===== config.mk =====
export PLATFORM = sky130hd
export DESIGN_NAME = matrix_scalar_divide_iter
export DESIGN_NICKNAME = d
export VERILOG_FILES = /design/src/rtl/matrix_scalar_divide_iter.sv
export SDC_FILE = /design/constraint.sdc
export NUM_CORES = 2
export LEC_CHECK = 0
export BUFFER_PORTS_ARGS = -buffer_cell sky130_fd_sc_hd__buf_4
export CAP_MARGIN = 20
export CORE_ASPECT_RATIO = 0.7
export CORE_UTILIZATION = 30
export CTS_CLUSTER_SIZE = 24
export DETAILED_ROUTE_END_ITERATION = 10
export GPL_ROUTABILITY_DRIVEN = 0
export HOLD_SLACK_MARGIN = 0.03
export PLACE_DENSITY = 0.46
export SLEW_MARGIN = 15
export SYNTH_ARGS = -nofsm -noshare
export SYNTH_HDL_FRONTEND = slang
export SYNTH_SLANG_ARGS = --single-unit

===== constraint.sdc =====
create_clock -name clk -period 17.3 [get_ports clk]
set_clock_uncertainty 0.05 [all_clocks]
set_input_delay 3.46 -clock clk [delete_from_list [all_inputs] [get_ports clk]]
set_output_delay 3.46 -clock clk [all_outputs]
set_load 0.1 [all_outputs]

===== src/rtl/matrix_scalar_divide_iter.sv =====
// Divides each complex part of a whole-matrix beat by a runtime unsigned divisor,
// LANES elements at a time through shared restoring dividers; one matrix in flight.
module matrix_scalar_divide_iter #(
  parameter int MAT_WIDTH    = 4,
  parameter int MAT_HEIGHT   = 4,
  parameter int ELEMENT_SIZE = 32,
  parameter int LANES        = 4,
  parameter int DIVISOR_SIZE = 16
) (
  input  logic                                      clk,
  input  logic                                      reset,
  input  logic [MAT_WIDTH*MAT_HEIGHT*ELEMENT_SIZE-1:0] s_axis_tdata,
  input  logic [DIVISOR_SIZE-1:0]                   s_axis_tdivisor,
  input  logic                                      s_axis_tround,
  input  logic                                      s_axis_tvalid,
  input  logic                                      s_axis_tlast,
  input  logic                                      s_axis_tuser,
  output logic                                      s_axis_tready,
  output logic [MAT_WIDTH*MAT_HEIGHT*ELEMENT_SIZE-1:0] m_axis_tdata,
  output logic                                      m_axis_tdz,
  output logic                                      m_axis_tvalid,
  output logic                                      m_axis_tlast,
  output logic                                      m_axis_tuser,
  input  logic                                      m_axis_tready,
  output logic                                      busy
);
  localparam int N      = MAT_WIDTH * MAT_HEIGHT;
  localparam int HALF   = ELEMENT_SIZE / 2;
  localparam int W      = HALF + 1;
  localparam int DS     = DIVISOR_SIZE;
  localparam int PARTS  = 2 * LANES;
  localparam int GROUPS = N / LANES;
  localparam int GW     = (GROUPS > 1) ? $clog2(GROUPS) : 1;
  localparam int SW     = $clog2(W + 1);

  typedef enum logic [1:0] {S_IDLE, S_LOAD, S_DIV, S_OUT} state_t;

  state_t                  state_q, state_d;
  logic [N*ELEMENT_SIZE-1:0] data_q;
  logic [N*ELEMENT_SIZE-1:0] tdata_q;
  logic [DS-1:0]           div_q;
  logic                    round_q;
  logic [GW-1:0]           group_q;
  logic [SW-1:0]           step_q;
  logic                    tvalid_q, tlast_q, tuser_q, tdz_q;
  logic [DS-1:0]           rem_q [PARTS];
  logic [W-1:0]            quo_q [PARTS];

  logic [HALF-1:0]         part_x   [PARTS];
  logic [W-1:0]            part_xs  [PARTS];
  logic [W-1:0]            mag_ld   [PARTS];
  logic [DS:0]             shifted  [PARTS];
  logic [DS-1:0]           diff     [PARTS];
  logic                    ge       [PARTS];
  logic [DS-1:0]           rem_d    [PARTS];
  logic [W-1:0]            quo_d    [PARTS];
  logic [HALF-1:0]         res      [PARTS];
  logic [W-1:0]            half_div;
  int                      part_base;
  logic                    accept, last_step, last_group;

  assign s_axis_tready = !reset && (state_q == S_IDLE);
  assign accept        = s_axis_tvalid && s_axis_tready;
  assign last_step     = (step_q == SW'(W - 1));
  assign last_group    = (group_q == GW'(GROUPS - 1));
  assign busy          = (state_q != S_IDLE);
  assign m_axis_tdata  = tdata_q;
  assign m_axis_tvalid = tvalid_q;
  assign m_axis_tlast  = tlast_q;
  assign m_axis_tuser  = tuser_q;
  assign m_axis_tdz    = tdz_q;

  always_comb begin
    state_d = state_q;
    case (state_q)
      S_IDLE: if (accept) state_d = S_LOAD;
      S_LOAD: state_d = S_DIV;
      S_DIV:  if (last_step) state_d = last_group ? S_OUT : S_LOAD;
      S_OUT:  if (m_axis_tready) state_d = S_IDLE;
      default: state_d = S_IDLE;
    endcase
  end

  // Parts of a group are contiguous HALF-wide slices: real/imag interleave per element.
  always_comb begin
    part_base = int'(group_q) * PARTS;
    half_div  = W'(div_q >> 1);
    for (int p = 0; p < PARTS; p++) begin
      part_x[p]  = data_q[(part_base + p)*HALF +: HALF];
      part_xs[p] = {part_x[p][HALF-1], part_x[p]};
      mag_ld[p]  = (part_x[p][HALF-1] ? -part_xs[p] : part_xs[p]) + (round_q ? half_div : '0);
      shifted[p] = {rem_q[p], quo_q[p][W-1]};
      ge[p]      = (shifted[p] >= {1'b0, div_q});
      diff[p]    = shifted[p][DS-1:0] - div_q;
      rem_d[p]   = ge[p] ? diff[p] : shifted[p][DS-1:0];
      quo_d[p]   = {quo_q[p][W-2:0], ge[p]};
      if (tdz_q) begin
        if (part_x[p][HALF-1])     res[p] = {1'b1, {(HALF-1){1'b0}}};
        else if (part_x[p] == '0) res[p] = '0;
        else                       res[p] = {1'b0, {(HALF-1){1'b1}}};
      end else begin
        res[p] = part_x[p][HALF-1] ? -quo_d[p][HALF-1:0] : quo_d[p][HALF-1:0];
      end
    end
  end

  always_ff @(posedge clk) begin
    if (reset) state_q <= S_IDLE;
    else       state_q <= state_d;
  end

  always_ff @(posedge clk) begin
    if (reset) begin
      tdata_q  <= '0;
      tvalid_q <= 1'b0;
      tlast_q  <= 1'b0;
      tuser_q  <= 1'b0;
      tdz_q    <= 1'b0;
      group_q  <= '0;
      step_q   <= '0;
    end else begin
      case (state_q)
        S_IDLE: if (accept) begin
          data_q  <= s_axis_tdata;
          div_q   <= s_axis_tdivisor;
          round_q <= s_axis_tround;
          tlast_q <= s_axis_tlast;
          tuser_q <= s_axis_tuser;
          tdz_q   <= (s_axis_tdivisor == '0);
          group_q <= '0;
        end
        S_LOAD: begin
          for (int p = 0; p < PARTS; p++) begin
            quo_q[p] <= mag_ld[p];
            rem_q[p] <= '0;
          end
          step_q <= '0;
        end
        S_DIV: begin
          for (int p = 0; p < PARTS; p++) begin
            quo_q[p] <= quo_d[p];
            rem_q[p] <= rem_d[p];
          end
          step_q <= step_q + SW'(1);
          if (last_step) begin
            for (int p = 0; p < PARTS; p++)
              tdata_q[(part_base + p)*HALF +: HALF] <= res[p];
            if (last_group) tvalid_q <= 1'b1;
            else            group_q  <= group_q + GW'(1);
          end
        end
        S_OUT: if (m_axis_tready) tvalid_q <= 1'b0;
        default: ;
      endcase
    end
  end
endmodule


==> results.cfg <==
[yosys]
synth_cell_type_count = 97
ys_seq_area_share_pct = 52.98
synth-main-ff-cell = edfxtp_1
yosysWarningCount = 0
synthArstFlopShare_pct = 0
synth_edf_count = 793
avgSynthCellArea_um2 = 10.76
syn_inst = 6023
synth-seq-cells = 1318
synthesis.area_mm2 = 0.06479
syn-num-nets = 6854

[clocking]
ctsHoldBuffers = 0
numCtsBuffers = 154
root_buffer = clkbuf_16
post_cts_resize_count = 0
cts_sinks = 1318
cts_tree = yes
clock_latency_ps = 830
htree_levels = 4
path_clk_slew_ps = 60
cts.path.max_buffers = 4
post_cts_buffers = 0

[timing]
maxSlewViolCount = 0
fmax_mhz = 127.1
rsz0062_at_grt = false
hold_viol = 0
setup_viol = 0
post-route-min-period_ps = 7865
timing.final.crit_share_pct = 45.46
relSlewSlack_pct = 18.85
finalSetupTns_ps = 0
worst_pin_slew_ps = 1217

[detailed_routing]
wl_met1_um = 127400
wl_per_cell_um = 27.27
drt-initial-drc-count = 5784
avgViaCountPerCell = 5.266
wl_met2_um = 117200
wl_um = 274900
drc_errors = 0
num_vias = 53078
antenna_left = 0
routed-wl-met3_um = 23250
highest_layer = met5
dr.pass1.iters = 6

[power_and_ir_drop]
ir_drop_mv = 0.07649
combPwrFrac_pct = 33.2
leakagePower_nw = 31.18
cellPowerDensity_mw_per_mm2 = 135.0
swShare_pct = 37.19
p_int_mw = 6.875
power_frac_clock_pct = 29.0
power.share.sequential_pct = 37.7
p_switching_mw = 4.071

[setup_path]
start_kind = input port
critPathMaxFanout = 70
r2r_slack_ps = 10240
cp.required_ps = 13790
arrival_ps = 4360
worst_r2r_endpoint = quo_q[1][32]$_DFFE_PP_
path_class = input port to primary output
r2r-start = group_q[0]$_SDFFE_PP0P_
r2r_cells = 17
cp-end-kind = primary output

[cells_and_area]
drive_gt1_share_pct = 22.34
fin_util_pct = 37.83
syn_to_final_growth_pct = 25.12
fin_nets = 7915

[floorplanning]
die_h_um = 390.8
coreArea_mm2 = 0.2143
initial_core_util_pct = 30.24
ios = 1053
num_rows = 142
die-width_um = 557.4
dieArea_mm2 = 0.2178

[worst_hold_path]
hp-class = flip-flop to flip-flop
worstHoldEndpoint = m_axis_tdata[443]$_SDFFE_PP0P_
min_from = m_axis_tdata[443]$_SDFFE_PP0P_
whs_path_depth = 2

[placed_design]
dp_hpwl_um = 210000
io_buffer_count = 1052

[global_routing]
grt_pass1_wl_um = 379000
grt_pass1_vias = 49197
grt_max_degree = 188
overflow = 0
antenna_found_initial = 38
grt_use_total_pct = 24.31

[run]
drv_cap = 0

[status]
status = finished clean
## layout by cell type (no fill, tap or decap), drive strengths merged, types with 50 or more instances in the layout
| cell | Yosys | final |
|---|---|---|
| clkbuf | 185 | 211 |
| buf | 71 | 1159 |
| nor2 | 652 | 652 |
| a21oi | 444 | 444 |
| o21ai | 409 | 409 |
| nand2b | 70 | 70 |
| ha | 280 | 280 |
| nand2 | 649 | 649 |
| dfxtp | 525 | 525 |
| or3 | 63 | 63 |
| nand3 | 69 | 69 |
| o31ai | 72 | 72 |
| mux4 | 120 | 120 |
| xnor2 | 178 | 178 |
| edfxtp | 793 | 793 |
| a211oi | 52 | 52 |
| a21o | 62 | 62 |
| a22o | 62 | 62 |
| nor3 | 120 | 120 |
| a22oi | 200 | 200 |
| o21a | 50 | 50 |
| xor2 | 175 | 175 |
| inv | 140 | 147 |
## power groups by stage
stage	combinational [mW]	clock (mW)	sequential, mW
floorplan	2.27	0	4.20
global placement	3.57	0	4.17
detailed placement	3.59	0	4.18
CTS	3.61	3.25	4.11
global route	3.93	3.37	4.15
finish	3.64	3.18	4.13
## worst max-delay path: stages
cell and delay [ps]:
clkbuf_8 470, nor2_1 140, buf_4 270
## metal layers
metal | GRT usage [%] | vias up
li1 | - | 24456
met3 | 5.223 | 302
met2 | 36.05 | 2126
met1 | 35.69 | 26164
met4 | 5.791 | 30
met5 | 0 | -
## area by class of cell
| cell class | instances | area, um^2 |
|---|---|---|
| antenna | 6 | 15.01 |
| clock buffer | 209 | 4235 |
| clock inverter | 57 | 515.5 |
| multi-input combinational | 4302 | 29010 |
| timing repair buffer | 1161 | 8785 |
| fill | 21280 | 133200 |
| sequential | 1318 | 34330 |
| tap | 2880 | 3603 |
| inverter | 147 | 561.8 |
## Yosys cell counts, types with 9 or more instances
| library cell | n | area share (%) |
|---|---|---|
| or4_1 | 26 | 0.30 |
| mux4_2 | 119 | 4.1 |
| buf_2 | 28 | 0.22 |
| nand3_1 | 69 | 0.53 |
| and2_1 | 36 | 0.35 |
| mux2i_1 | 20 | 0.31 |
| nor3_1 | 114 | 0.88 |
| clkbuf_1 | 185 | 1.1 |
| nand2_1 | 649 | 3.8 |
| or2_2 | 23 | 0.22 |
| nor2b_1 | 45 | 0.43 |
| dfxtp_1 | 525 | 16 |
| a22o_1 | 62 | 0.84 |
| nand4_1 | 33 | 0.32 |
| a21boi_0 | 27 | 0.31 |
| buf_6 | 9 | 0.16 |
| or3_1 | 62 | 0.60 |
| edfxtp_1 | 793 | 37 |
| buf_4 | 12 | 0.14 |
| xnor2_1 | 178 | 2.4 |
| ha_1 | 280 | 5.4 |
| a22oi_1 | 196 | 2.3 |
| and3_1 | 21 | 0.20 |
| xor2_1 | 175 | 2.4 |
| o31a_1 | 9 | 0.12 |
| a221oi_1 | 9 | 0.12 |
| o211ai_1 | 12 | 0.14 |
| o21bai_1 | 19 | 0.22 |
| a21o_1 | 62 | 0.72 |
| buf_1 | 21 | 0.12 |
| a21oi_1 | 438 | 3.4 |
| fa_1 | 16 | 0.49 |
| nor4_1 | 35 | 0.34 |
| o21ai_0 | 402 | 3.1 |
| o41ai_1 | 26 | 0.35 |
| o21a_1 | 50 | 0.58 |
| mux2_2 | 9 | 0.16 |
| nand2b_1 | 70 | 0.68 |
| o31ai_1 | 72 | 0.83 |
| a211oi_1 | 52 | 0.60 |
| nor3b_1 | 14 | 0.16 |
| a31oi_1 | 48 | 0.46 |
| nor2_1 | 648 | 3.8 |
| inv_1 | 139 | 0.81 |
## worst max-delay path by stage
stage | from | end | slack [ps] | depth (start not counted)
2_1_floorplan | reset | data_q[0]$_DFFE_PP_ | 770 | 4
3_3_place_gp | reset | data_q[93]$_DFFE_PP_ | 9210 | 7
3_5_place_dp | reset | data_q[221]$_DFFE_PP_ | 9140 | 7
4_1_cts | reset | s_axis_tready | 9390 | 3
5_1_grt | reset | s_axis_tready | 9360 | 3
6_report | reset | s_axis_tready | 9430 | 3
## kinds of logic (layout without fill, tap and decap cells)
logic type	after synthesis	in the layout	synth area share, %
compound gates	1606	1606	15.84
xor+xnor	353	353	4.772
fa+ha+maj	296	296	5.902
buf+inv	403	1574	2.580
flops	1318	1318	52.98
mux	149	149	4.643
other cells	0	6	0
simple gates	1898	1898	13.29
## state kept, by name (all words and copies together) (netlist names), 2 cells and up
signal        flops
m_axis_tdata    512
step_q            5
rem_q           128
div_q            16
data_q          512
group_q           2
quo_q           136
state_q           2
## through the flow
step / cells / cell area (um^2) / worst slack [ps] / total power, mW / hold slack, ps
floorplan: 6023 / 64790 / 771.3 / 6.474 / 425.6
global placement: 9803 / 76250 / 9213 / 7.741 / 386.2
detailed placement: 9806 / 76270 / 9141 / 7.764 / 393.6
CTS: 10072 / 81020 / 9391 / 10.97 / 406.7
global route: 10074 / 81040 / 9364 / 11.45 / 415.4
finish: 10080 / 81060 / 9435 / 10.95 / 402.4
Note: power is estimated with default switching activity, not from simulation.
